==> src/rtl/arbiter_rr2_if.sv <==
// rtl/arbiter_rr2_if.sv - request/grant bundle between two requesters and arbiter_rr2
//
// Signals:
//   req0, req1 : level-held requests from requesters 0 and 1
//   gnt0, gnt1 : registered, mutually exclusive grants
//   preempt    : one-cycle pulse when a grant is moved by hold-limit expiry
// Modports:
//   master : requester side (drives requests, observes grants)
//   slave  : arbiter side (observes requests, drives grants)
interface arbiter_rr2_if;
  logic req0;
  logic req1;
  logic gnt0;
  logic gnt1;
  logic preempt;

  modport master (
    output req0,
    output req1,
    input  gnt0,
    input  gnt1,
    input  preempt
  );

  modport slave (
    input  req0,
    input  req1,
    output gnt0,
    output gnt1,
    output preempt
  );
endinterface

==> src/rtl/arbiter_rr2.sv <==
// rtl/arbiter_rr2.sv - two-requester bus arbiter with hold-limit pre-emption
//
// Ports:
//   clk   : system clock, rising edge
//   reset : asynchronous, active-high reset
//   bus   : arbiter_rr2_if.slave (req0/req1 in, gnt0/gnt1/preempt out)
// Parameters:
//   MAX_HOLD : grant cycles allowed while the other side waits (0 = no pre-emption)
//   CNT_W    : hold counter width, 2**CNT_W > MAX_HOLD
// Build option:
//   ARB_ROUND_ROBIN_EN defined   -> ties in IDLE alternate (first tie to requester 0)
//   ARB_ROUND_ROBIN_EN undefined -> ties in IDLE always go to requester 0
module arbiter_rr2 #(
  parameter int MAX_HOLD = 8,
  parameter int CNT_W    = 4
) (
  input  logic         clk,
  input  logic         reset,
  arbiter_rr2_if.slave bus
);

  typedef enum logic [1:0] {IDLE, GNT0, GNT1} state_t;

  // Saturation point of the hold counter; pre-emption fires when it is reached.
  localparam logic [CNT_W-1:0] HOLD_LAST  = (MAX_HOLD == 0) ? '0 : CNT_W'(MAX_HOLD - 1);
  localparam logic             PREEMPT_EN = (MAX_HOLD != 0);

  state_t           state, state_nxt;
  logic [CNT_W-1:0] hold_cnt, hold_cnt_nxt;
  logic             preempt_q, preempt_nxt;
  logic             tie_to1;

`ifdef ARB_ROUND_ROBIN_EN
  // Last requester granted; reset value 1 makes the first tie go to requester 0.
  logic last, last_nxt;

  always_comb begin
    tie_to1 = ~last;
  end

  always_comb begin
    last_nxt = last;
    if (state_nxt == GNT0 && state != GNT0) last_nxt = 1'b0;
    if (state_nxt == GNT1 && state != GNT1) last_nxt = 1'b1;
  end

  always_ff @(posedge clk or posedge reset) begin
    if (reset) last <= 1'b1;
    else       last <= last_nxt;
  end
`else
  always_comb begin
    tie_to1 = 1'b0;
  end
`endif

  always_comb begin
    state_nxt    = state;
    hold_cnt_nxt = '0;       // cleared on every entry and while idle
    preempt_nxt  = 1'b0;
    case (state)
      IDLE: begin
        if (bus.req0 && bus.req1) state_nxt = tie_to1 ? GNT1 : GNT0;
        else if (bus.req0)        state_nxt = GNT0;
        else if (bus.req1)        state_nxt = GNT1;
      end
      GNT0: begin
        if (!bus.req0) begin
          state_nxt = bus.req1 ? GNT1 : IDLE;
        end else if (bus.req1 && PREEMPT_EN && hold_cnt == HOLD_LAST) begin
          state_nxt   = GNT1;
          preempt_nxt = 1'b1;
        end else begin
          hold_cnt_nxt = (hold_cnt == HOLD_LAST) ? hold_cnt : hold_cnt + 1'b1;
        end
      end
      GNT1: begin
        if (!bus.req1) begin
          state_nxt = bus.req0 ? GNT0 : IDLE;
        end else if (bus.req0 && PREEMPT_EN && hold_cnt == HOLD_LAST) begin
          state_nxt   = GNT0;
          preempt_nxt = 1'b1;
        end else begin
          hold_cnt_nxt = (hold_cnt == HOLD_LAST) ? hold_cnt : hold_cnt + 1'b1;
        end
      end
      default: state_nxt = IDLE;
    endcase
  end

  always_ff @(posedge clk or posedge reset) begin
    if (reset) begin
      state     <= IDLE;
      hold_cnt  <= '0;
      preempt_q <= 1'b0;
    end else begin
      state     <= state_nxt;
      hold_cnt  <= hold_cnt_nxt;
      preempt_q <= preempt_nxt;
    end
  end

  assign bus.gnt0    = (state == GNT0);
  assign bus.gnt1    = (state == GNT1);
  assign bus.preempt = preempt_q;

endmodule

==> src/flat_wrapper.sv <==
// flat-port wrapper written by rule: the top's interface ports become plain ports
module arbiter_rr2_flat 
#(
  parameter int MAX_HOLD = 8,
  parameter int CNT_W    = 4
)
  (clk, reset, bus_req0, bus_req1, bus_gnt0, bus_gnt1, bus_preempt);
  arbiter_rr2_if bus_i ();
  input  logic clk;
  input  logic reset;
  input wire logic [$bits(bus_i.req0)-1:0] bus_req0;
  input wire logic [$bits(bus_i.req1)-1:0] bus_req1;
  output wire logic [$bits(bus_i.gnt0)-1:0] bus_gnt0;
  output wire logic [$bits(bus_i.gnt1)-1:0] bus_gnt1;
  output wire logic [$bits(bus_i.preempt)-1:0] bus_preempt;
  assign bus_i.req0 = bus_req0;
  assign bus_i.req1 = bus_req1;
  assign bus_gnt0 = bus_i.gnt0;
  assign bus_gnt1 = bus_i.gnt1;
  assign bus_preempt = bus_i.preempt;
  arbiter_rr2 #(.MAX_HOLD(MAX_HOLD), .CNT_W(CNT_W)) u_core (.clk(clk), .reset(reset), .bus(bus_i));
endmodule
==> config.mk <==
export PLATFORM = sky130hd
export DESIGN_NAME = arbiter_rr2_flat
export DESIGN_NICKNAME = d
export VERILOG_FILES = /design/src/rtl/arbiter_rr2_if.sv /design/src/rtl/arbiter_rr2.sv /design/src/flat_wrapper.sv
export SDC_FILE = /design/constraint.sdc
export NUM_CORES = 1
export LEC_CHECK = 0
export BUFFER_PORTS_ARGS = -buffer_cell sky130_fd_sc_hd__buf_2
export CORE_AREA = 2 2 39 41
export DETAILED_ROUTE_END_ITERATION = 12
export DIE_AREA = 0 0 41 43
export PLACE_DENSITY = 0.64
export SETUP_SLACK_MARGIN = 0.15
export SLEW_MARGIN = 0
export SYNTH_ARGS = -nofsm -noshare
export SYNTH_HDL_FRONTEND = slang
export SYNTH_SLANG_ARGS = --single-unit
==> constraint.sdc <==
create_clock -name clk -period 2.13 [get_ports clk]
set_clock_uncertainty 0.1 [all_clocks]
set_input_delay 0.3195 -clock clk [delete_from_list [all_inputs] [get_ports clk]]
set_output_delay 0.3195 -clock clk [all_outputs]
set_load 0.01 [all_outputs]
==> qor.tcl, run 1 <==
set qor(status) {finished, final reports clean}
set qor(synth_seq_cells) 7
set qor(hp-class) {in2reg}
set qor(cts_tree) {built}
set qor(fin_crit_sh) 0.824
set qor(total_routed_wirelength_microns) 842
set qor(clk_latency_worst_skew_pair_ns) 0.25
set qor(rsz_0062_raised_after_global_routing) {no}
set qor(worstPathArrival_ns) 1.78
set qor(synth.cells.most_frequent) {dfrtp_1 (7), ha_1 (5), nor3b_1 (5)}
set qor(wl_per_cell_microns) 11.7
set qor(path_max_fanout) 5
set qor(clk_pin_slew_ns) 0.05
set qor(nNetsFinal) 66
set qor(drt_first_pass_iters) 2
set qor(count_leader_synth) {dfrtp_1}
set qor(synth_flop_cell) {dfrtp_1}
set qor(crit_required_ns) 2.16
set qor(htreeDepth) 1
set qor(antenna-diode-count) 0
set qor(dieHeight_microns) 43
set qor(clock_sink_count) 7
set qor(report.final.hold_viol_count) 0
set qor(synth_area_sq_um) 458
set qor(antenna_found_initial) 0
set qor(postCtsSetupBuffers) 0
set qor(port-buffer-count) 6
set qor(clock_tree.root_cell) {clkbuf_4}
set qor(synth_area_per_cell_sq_um) 10.2
set qor(ctsResizeCount) 0
set qor(hold_buffers) 1
set qor(syn_inst) 45
set qor(design.core.area_sq_um) 1380
set qor(ir_worst_vdd_v) 0.000441
set qor(cts_buffers) 3
set qor(grt_pass1_wl_microns) 1430
set qor(starting_density) 0.331
set qor(category_of_the_worst_setup_path_capture_point) {flop}
set qor(setup_viol) 0
set qor(fmaxAchievable_mhz) 570
set qor(drv_slew) 0
set qor(post_synth_num_cell_types) 19
set qor(tightest_slew_ns) 0.467
set qor(cell_internal_pwr_mw) 0.366
set qor(groute.usage.overall) 0.122
set qor(power_density_nw_per_um2) 1050
set qor(switching_share) 0.359
set qor(grt_overflow_total) 0
set qor(p_seq_frac) 0.326
set qor(synth-warning-count) 0
set qor(drcViolationCount) 0
set qor(fp-row-count) 14
set qor(grt_start_max_net_pins) 8
set qor(p_comb_frac) 0.468
set qor(period_minus_slack_ns) 1.76
set qor(synthToLayoutAreaGrowth_pct) 18.9
set qor(totalNegativeSetupSlack_ns) 0
set qor(maxSlewHeadroom) 0.689
set qor(fin_ws_ns) 0.374
set qor(p_switching_mw) 0.205
set qor(drv.max_cap_violation_count) 0
set qor(layout.filler_cells) 143
set qor(async_sr_flop_fraction) 1.00
set qor(vias_in_the_first_global_route) 348
set qor(ios) 7
set qor(detailedPlacementHpwl_microns) 649
set qor(die_area_sq_um) 1760
set qor(startpoint_type) {flop}
set qor(post_synthesis_sequential_area_ratio) 0.383
set qor(place_worst_setup_slack_ns) 0.381
set qor(crit_type) {reg2reg}
set qor(postSynthNetCount) 54
set qor(drt_first_iter_violations) 1
set qor(top_post_synthesis_cells_by_area) {dfrtp_1 (38%), ha_1 (14%), nor3b_1 (8.2%)}
set qor(power.static_leakage_nw) 0.259
set qor(cts.path.max_buffers) 2
set qor(final_antenna_net_count) 0
set qor(die_x_microns) 41
set qor(yosysTopAreaCellShare) 0.383
set qor(finalWeightedCongestion) 0.688
set qor(post_drt_via_cell_ratio) 5.38
set qor(synth_edf_count) 0
set qor(via_count) 387
set qor(share_clk_of_total_power) 0.205
set qor(final_layout_size_suffix_gt1_frac) 0.179
set qor(synth_largest_area_cell) {dfrtp_1}
[worst max-delay path, cell delays in order, from the launching register on]
cell and delay, ns:
dfrtp_1 0.39, inv_1 0.08, ha_1 0.26, and2_1 0.19
a221o_1 0.32, mux2_4 0.30
[power groups by stage]
stage	clock [mW]	sequential [mW]	combinational (mW)
6_report	0.117	0.187	0.267
5_1_grt	0.132	0.191	0.302
4_1_cts	0.123	0.186	0.271
3_5_place_dp	0	0.188	0.266
3_3_place_gp	0	0.189	0.263
2_1_floorplan	0	0.181	0.208
[sequential cells by signal, indices dropped and copies added, names as in the netlist]
register / cells
u_core.bus.preempt: 1
u_core.hold_cnt: 4
u_core.state: 2
[per-layer routing]
metal  track usage  wire length [microns]  part of all wire
met2         0.184                    446              0.53
met4        0.0600                      5            0.0059
met3        0.0471                     43             0.051
met5             0                      0                 0
met1         0.142                    346              0.41
[cells by family (layout without fill, tap and decap cells)]
group | Yosys count | count (layout) | synth area share
simple gates | 17 | 17 | 0.230
compound gates | 8 | 8 | 0.123
flops | 7 | 7 | 0.383
fa+ha+maj | 5 | 5 | 0.137
buf+inv | 4 | 15 | 0.0328
mux | 3 | 3 | 0.0765
xor+xnor | 1 | 1 | 0.0191
[worst paths after layout]
kind	start	end	slack, ns	depth (start not counted)
setup / recovery	u_core.state[0]$_DFFE_PP0P_	u_core.state[0]$_DFFE_PP0P_	0.37	5
hold / removal	bus_req0	u_core.bus.preempt$_DFF_PP0_	0.27	3
setup reg to reg	u_core.state[0]$_DFFE_PP0P_	u_core.state[0]$_DFFE_PP0P_	0.37	5
hold reg to reg	u_core.state[0]$_DFFE_PP0P_	u_core.state[0]$_DFFE_PP0P_	0.49	1
max in group asynchronous	reset	u_core.state[1]$_DFFE_PP0P_	1.27	3
min in group asynchronous	reset	u_core.hold_cnt[0]$_DFF_PP0_	0.45	3
[layout by cell type (no fill, tap or decap), drive strengths merged, types with 2 or more instances in the layout]
cell type,count
inv,4
o21ai,3
buf,6
and2,2
nand3,2
nand4b,2
dfrtp,7
ha,5
nor3b,5
clkbuf,4
nor2,4
mux2i,2
[stage by stage]
stage / hold slack, ns / utilization / power [mW] / area (sq um) / cells
finish: 0.267 / 0.393 / 0.571 / 544 / 72
global route: 0.270 / 0.393 / 0.625 / 544 / 72
CTS: 0.263 / 0.393 / 0.580 / 544 / 72
detailed placement: 0.161 / 0.367 / 0.455 / 508 / 67
global placement: 0.167 / 0.367 / 0.451 / 508 / 67
floorplan: 0.0229 / - / 0.389 / 458 / 45
[final cells by class]
| type | instances | area (sq um) | share of cell area |
|---|---|---|---|
| tap | 16 | 20.0 | 0.0368 |
| sequential | 7 | 175 | 0.322 |
| multi-input combinational | 34 | 268 | 0.492 |
| clock buffer | 4 | 26.3 | 0.0483 |
| timing repair buffer | 7 | 40.0 | 0.0736 |
| inverter | 4 | 15.0 | 0.0276 |
Power figures use the tool's default switching activity.
==> run 2: changes to the inputs <==
--- a/config.mk
+++ b/config.mk
@@ -9,7 +9,7 @@
 export CORE_AREA = 2 2 39 41
 export DETAILED_ROUTE_END_ITERATION = 12
 export DIE_AREA = 0 0 41 43
-export PLACE_DENSITY = 0.64
+export PLACE_DENSITY = 0.66
 export SETUP_SLACK_MARGIN = 0.15
 export SLEW_MARGIN = 0
 export SYNTH_ARGS = -nofsm -noshare
==> constraint.sdc (replaced) <==
create_clock -name clk -period 1.5 [get_ports clk]
set_clock_uncertainty 0.1 [all_clocks]
set_input_delay 0.225 -clock clk [delete_from_list [all_inputs] [get_ports clk]]
set_output_delay 0.225 -clock clk [all_outputs]
set_load 0.01 [all_outputs]
==> qor.tcl, run 2 (synthesized netlist as in run 1, its figures left out) <==
set qor(status) {finished, violations left}
set qor(violated_checks) {negative setup slack}
set qor(final_design_area_no_fill_sq_um) 788 ;# +45%
set qor(vias_in_the_first_global_route) 450 ;# +29%
set qor(clk_latency_worst_skew_pair_ns) 0.25 ;# about the same
set qor(fin_crit_sh) 1.13 ;# +0.309
set qor(cts.path.max_buffers) 2 ;# unchanged
set qor(finalWeightedCongestion) 0.681 ;# -0.90%
set qor(top_register) {u_core.hold_cnt}
set qor(grt_start_max_net_pins) 8 ;# unchanged
set qor(htreeDepth) 1 ;# unchanged
set qor(commonest_non_fill_non_tap_cell_in_the_layout) {buf_4}
set qor(path_max_fanout) 3 ;# -2
set qor(clock_sink_count) 7 ;# unchanged
set qor(cp_cell_sequence) {inv_2 > ha_4 > and2_4 > a221o_1 > mux2_4}
set qor(starting_density) 0.331 ;# unchanged
set qor(ios) 7 ;# unchanged
set qor(drcViolationCount) 0 ;# unchanged
set qor(worstPathArrival_ns) 1.73 ;# -0.05 ns
set qor(cts_tree) {built}
set qor(hp-class) {in2reg}
set qor(power.static_leakage_nw) 0.353 ;# +36%
set qor(post_drt_via_cell_ratio) 5.14 ;# -4.4%
set qor(drt_first_pass_iters) 4 ;# +2
set qor(maxSlewHeadroom) 0.823 ;# +0.134
set qor(layoutNonFillerInstCount) 88 ;# +22%
set qor(report.power.total_mw) 1.19 ;# +110%
set qor(antenna-diode-count) 0 ;# unchanged
set qor(clk_pin_slew_ns) 0.05 ;# about the same
set qor(clock_tree.root_cell) {clkbuf_4}
set qor(power_density_nw_per_um2) 1510 ;# +43%
set qor(die_x_microns) 41 ;# unchanged
set qor(synthToLayoutAreaGrowth_pct) 72.1
set qor(layout.filler_cells) 115 ;# -20%
set qor(grt_pass1_wl_microns) 1920 ;# +34%
set qor(slowest_stage) {dfrtp_1}
set qor(drv_slew) 0 ;# unchanged
set qor(final_antenna_net_count) 0 ;# unchanged
set qor(wl_per_cell_microns) 13.3 ;# +14%
set qor(via_count) 452 ;# +17%
set qor(groute.usage.overall) 0.164 ;# +0.0427
set qor(design.core.area_sq_um) 1380 ;# unchanged
set qor(grt_overflow_total) 0 ;# unchanged
set qor(category_of_the_worst_setup_path_capture_point) {flop}
set qor(crit_required_ns) 1.53 ;# -0.63 ns
set qor(port-buffer-count) 6 ;# unchanged
set qor(report.final.hold_viol_count) 0 ;# unchanged
set qor(fp-row-count) 14 ;# unchanged
set qor(tightest_slew_ns) 0.263 ;# -0.204 ns
set qor(drv.max_cap_violation_count) 0 ;# unchanged
set qor(fmaxAchievable_mhz) 589 ;# +3.3%
set qor(rsz_0062_raised_after_global_routing) {yes}
set qor(totalNegativeSetupSlack_ns) -0.628 ;# -0.628 ns
set qor(fin_ws_ns) -0.199 ;# -0.574 ns
set qor(period_minus_slack_ns) 1.70 ;# -0.0564 ns
set qor(cts_buffers) 3 ;# unchanged
set qor(final_layout_size_suffix_gt1_frac) 0.597 ;# +0.419
set qor(max_stage_delay_on_crit_path_ns) 0.42 ;# +0.03 ns
set qor(crit_type) {reg2reg}
set qor(antenna_found_initial) 0 ;# unchanged
set qor(dieHeight_microns) 43 ;# unchanged
set qor(detailedPlacementHpwl_microns) 803 ;# +24%
set qor(setup_viol) 7 ;# +7
set qor(die_area_sq_um) 1760 ;# unchanged
set qor(startpoint_type) {flop}
set qor(drt_first_iter_violations) 17 ;# +16
set qor(total_routed_wirelength_microns) 1170 ;# +39%
set qor(placed_cell_area_sq_um) 613 ;# +21%
set qor(final_cell_mix) {buf_4 (12), buf_6 (6), dfrtp_1 (6)}
set qor(largest_reg_flops) 4 ;# unchanged
set qor(ir_worst_vdd_v) 0.000642 ;# +45%
set qor(nNetsFinal) 82 ;# +24%
set qor(dpl.cell_count) 77 ;# +15%
## run 2: cell types whose count changed in the layout (fill, tap and decap cells not counted), sizes merged
cell / delta
buf: +16
## run 2: routing by layer
metal | wire, microns | global-route usage | vias to the layer above
li1 | - | - | 222
met1 | 529 | 0.213 | 214
met2 | 576 | 0.250 | 14
met3 | 45 | 0.0314 | 2
met4 | 19 | 0.0800 | 0
met5 | 0 | 0 | -
## run 2: worst max-delay path: cells and delay by family, from the launching register on
kind            cells  cell delay, ns
flops               1            0.42
compound gates      1            0.35
mux                 1            0.31
fa+ha+maj           1            0.16
simple gates        1            0.16
buf+inv             1            0.08
## run 2: power by group
part           internal, mW  switching (mW)  total [mW]
clock                 0.101          0.0659       0.167
combinational         0.440           0.306       0.746
sequential            0.228          0.0464       0.274
## run 2: final cells by class
type	instances	area, sq um	share of cell area
multi-input cells	34	363	0.460
well taps	16	20.0	0.0254
flip-flops and latches	7	176	0.224
inverters	4	15.0	0.0190
clock buffers	4	26.3	0.0333
repair buffers	23	188	0.238
## run 2: metrics by stage
step / hold WS, ns / util / worst slack (ns)
final: 0.200 / 0.570 / -0.199
after global routing: 0.199 / 0.570 / -0.217
after CTS: 0.182 / 0.531 / -0.188
after detailed placement: 0.0668 / 0.443 / -0.216
after global placement: 0.0658 / 0.443 / -0.160
after floorplan: -0.0716 / - / -0.149
## run 2: timing repair
| item | CTS | global route |
|---|---|---|
| pin swaps | 2 | 3 |
| resized for setup | 14 | 5 |
| cloned | 0 | 0 |
| setup buffers | 3 | 3 |
| setup endpoints to repair | 8 | 9 |
| hold buffers | 1 | 0 |
| endpoints found under the hold margin | 7 | 0 |
## run 2: worst paths after layout
| kind | startpoint | endpoint | slack [ns] | cells after the start |
|---|---|---|---|---|
| worst max-delay path | u_core.state[1]$_DFFE_PP0P_ | u_core.state[0]$_DFFE_PP0P_ | -0.20 | 5 |
| worst min-delay path | bus_req0 | u_core.bus.preempt$_DFF_PP0_ | 0.20 | 3 |
| worst max register to register | u_core.state[1]$_DFFE_PP0P_ | u_core.state[0]$_DFFE_PP0P_ | -0.20 | 5 |
| worst min register to register | u_core.state[0]$_DFFE_PP0P_ | u_core.state[0]$_DFFE_PP0P_ | 0.59 | 2 |
| max in group asynchronous | reset | u_core.state[0]$_DFFE_PP0P_ | 0.73 | 3 |
| min in group asynchronous | reset | u_core.hold_cnt[2]$_DFF_PP0_ | 0.34 | 3 |
==> run 3: changes to the inputs <==
--- a/config.mk
+++ b/config.mk
@@ -5,11 +5,11 @@
 export SDC_FILE = /design/constraint.sdc
 export NUM_CORES = 1
 export LEC_CHECK = 0
-export BUFFER_PORTS_ARGS = -buffer_cell sky130_fd_sc_hd__buf_2
 export CORE_AREA = 2 2 39 41
 export DETAILED_ROUTE_END_ITERATION = 12
 export DIE_AREA = 0 0 41 43
-export PLACE_DENSITY = 0.66
+export DONT_BUFFER_PORTS = 1
+export PLACE_DENSITY = 0.61
 export SETUP_SLACK_MARGIN = 0.15
 export SLEW_MARGIN = 0
 export SYNTH_ARGS = -nofsm -noshare
==> constraint.sdc (replaced) <==
create_clock -name clk -period 1.5 [get_ports clk]
set_clock_uncertainty 0.1 [all_clocks]
set_input_delay 0.3 -clock clk [delete_from_list [all_inputs] [get_ports clk]]
set_output_delay 0.3 -clock clk [all_outputs]
set_load 0.01 [all_outputs]
==> qor.tcl, run 3 (synthesized netlist as in run 1, its figures left out) <==
set qor(starting_density) 0.331 ;# unchanged
set qor(totalNegativeSetupSlack_ns) -0.315 ;# +0.313 ns
set qor(cts.path.max_buffers) 2 ;# unchanged
set qor(timing.hold.worst_endpoint) {u_core.bus.preempt$_DFF_PP0_}
set qor(antenna_found_initial) 0 ;# unchanged
set qor(nNetsFinal) 75 ;# -8.5%
set qor(groute.usage.overall) 0.167 ;# +0.00304
set qor(ios) 7 ;# unchanged
set qor(fp-row-count) 14 ;# unchanged
set qor(final_antenna_net_count) 0 ;# unchanged
set qor(largest_reg_flops) 4 ;# unchanged
set qor(power.static_leakage_nw) 0.316 ;# -10%
set qor(report.final.hold_viol_count) 0 ;# unchanged
set qor(cts_buffers) 3 ;# unchanged
set qor(layout.filler_cells) 136 ;# +18%
set qor(rsz_0062_raised_after_global_routing) {yes}
set qor(setup_viol) 7 ;# unchanged
set qor(cts_tree) {built}
set qor(dieHeight_microns) 43 ;# unchanged
set qor(final_layout_size_suffix_gt1_frac) 0.538 ;# -0.0588
set qor(top_register) {u_core.hold_cnt}
set qor(startpoint_type) {flop}
set qor(final_cell_mix) {buf_4 (12), dfrtp_1 (6), nor3b_2 (5)}
set qor(post_drt_via_cell_ratio) 5.28 ;# +2.9%
set qor(fmaxAchievable_mhz) 603 ;# +2.5%
set qor(status) {finished, violations left}
set qor(violated_checks) {negative setup slack}
set qor(multiInputGateArea_sq_um) 339 ;# -6.6%
set qor(htreeDepth) 1 ;# unchanged
set qor(detailedPlacementHpwl_microns) 810 ;# +0.81%
set qor(clk_latency_worst_skew_pair_ns) 0.26 ;# about the same
set qor(grt_overflow_total) 0 ;# unchanged
set qor(power_density_nw_per_um2) 1560 ;# +3.6%
set qor(tightest_slew_ns) 0.279 ;# +0.0159 ns
set qor(rr_startpoint) {u_core.state[1]$_DFFE_PP0P_}
set qor(clk_pin_slew_ns) 0.06 ;# about the same
set qor(layoutNonFillerInstCount) 81 ;# -8.0%
set qor(drt_first_iter_violations) 6 ;# -11
set qor(whs_path_depth) 2 ;# -1
set qor(clock_sink_count) 7 ;# unchanged
set qor(hp-class) {in2reg}
set qor(holdCritStartpoint) {bus_req0}
set qor(antenna-diode-count) 0 ;# unchanged
set qor(critical_path.reg2reg.endpoint) {u_core.state[0]$_DFFE_PP0P_}
set qor(finalWeightedCongestion) 0.706 ;# +3.6%
set qor(crit_type) {reg2reg}
set qor(ir_worst_vdd_v) 0.000760 ;# +18%
set qor(path_max_fanout) 3 ;# unchanged
set qor(worstPathArrival_ns) 1.70 ;# -0.03 ns
set qor(regToRegSetupSlack_ns) -0.16 ;# +0.04 ns
set qor(vias_in_the_first_global_route) 482 ;# +7.1%
set qor(commonest_non_fill_non_tap_cell_in_the_layout) {buf_4}
set qor(drv_slew) 0 ;# unchanged
set qor(total_routed_wirelength_microns) 1220 ;# +4.3%
set qor(period_minus_slack_ns) 1.66 ;# -0.0421 ns
set qor(wl_per_cell_microns) 15.0 ;# +13%
set qor(dpl.cell_count) 72 ;# -6.5%
set qor(regArea_sq_um) 176 ;# unchanged
set qor(grt_pass1_wl_microns) 1950 ;# +1.4%
set qor(clock_tree.root_cell) {clkbuf_4}
set qor(synthToLayoutAreaGrowth_pct) 55.2
set qor(maxSlewHeadroom) 0.814 ;# -0.00897
set qor(via_count) 428 ;# -5.3%
set qor(port-buffer-count) 0 ;# -6
set qor(die_x_microns) 41 ;# unchanged
set qor(category_of_the_worst_setup_path_capture_point) {flop}
set qor(drv.max_cap_violation_count) 0 ;# unchanged
set qor(drcViolationCount) 0 ;# unchanged
set qor(design.core.area_sq_um) 1380 ;# unchanged
set qor(drt_first_pass_iters) 4 ;# unchanged
set qor(die_area_sq_um) 1760 ;# unchanged
set qor(rr_worst_depth) 5 ;# unchanged
set qor(crit_required_ns) 1.54 ;# about the same
set qor(grt_start_max_net_pins) 8 ;# unchanged
set qor(fin_crit_sh) 1.10 ;# -0.0281
set qor(fin_ws_ns) -0.157 ;# +0.0421 ns
set qor(finalCoreUtilization) 0.514 ;# -0.0561
set qor(report.power.total_mw) 1.11 ;# -6.6%
-- run 3: worst max-delay path, stage by stage, from the launching register on --
cell and delay, ns:
dfrtp_1 0.41, inv_2 0.08, ha_4 0.16, and2_4 0.15, a221o_1 0.34, mux2_4 0.30
-- run 3: timing repair --
action | 4_1_cts | 5_1_grt
pin swaps | 2 | 1
gates resized for setup | 10 | 3
endpoints found under the setup margin | 9 | 9
hold endpoints to repair | 7 | 0
buffers inserted | 4 | 0
cloned | 0 | 0
hold buffers | 1 | 0
-- run 3: power by group --
group	internal [mW]	switching, mW	leakage [nW]
combinational	0.383	0.274	0.207
sequential	0.228	0.0436	0.0936
clock	0.102	0.0787	0.0150
-- run 3: final cells by class --
class                      count  share of cell area
inverter                       4              0.0211
tap                           16              0.0282
clock buffer                   4              0.0370
multi-input combinational     34               0.477
sequential                     7               0.248
timing repair buffer          16               0.188
-- run 3: per-layer routing --
layer / global-route usage / up-vias / share of wire
li1: - / 203 / -
met1: 0.193 / 212 / 0.40
met2: 0.288 / 11 / 0.55
met3: 0.0157 / 2 / 0.037
met4: 0.0800 / 0 / 0.0098
met5: 0 / - / 0
-- run 3: how the worst max path moves through the flow --
stage                                            from  slack [ns]                     endpoint  depth (start not counted)
after floorplan           u_core.state[0]$_DFFE_PP0P_       -0.15  u_core.state[0]$_DFFE_PP0P_                          5
after global placement    u_core.state[0]$_DFFE_PP0P_       -0.19  u_core.state[0]$_DFFE_PP0P_                          5
after detailed placement  u_core.state[0]$_DFFE_PP0P_       -0.19  u_core.state[0]$_DFFE_PP0P_                          5
after CTS                 u_core.state[1]$_DFFE_PP0P_       -0.16  u_core.state[0]$_DFFE_PP0P_                          5
after global routing      u_core.state[1]$_DFFE_PP0P_       -0.20  u_core.state[0]$_DFFE_PP0P_                          5
final                     u_core.state[1]$_DFFE_PP0P_       -0.16  u_core.state[0]$_DFFE_PP0P_                          5
-- run 3: per-stage QoR --
stage	hold WS, ns	setup slack (ns)	instance area [sq um]
after floorplan	0.00340	-0.149	488
after global placement	0.0400	-0.194	591
after detailed placement	0.0425	-0.186	591
after CTS	0.0647	-0.157	699
after global routing	0.0683	-0.198	711
final	0.0656	-0.157	711
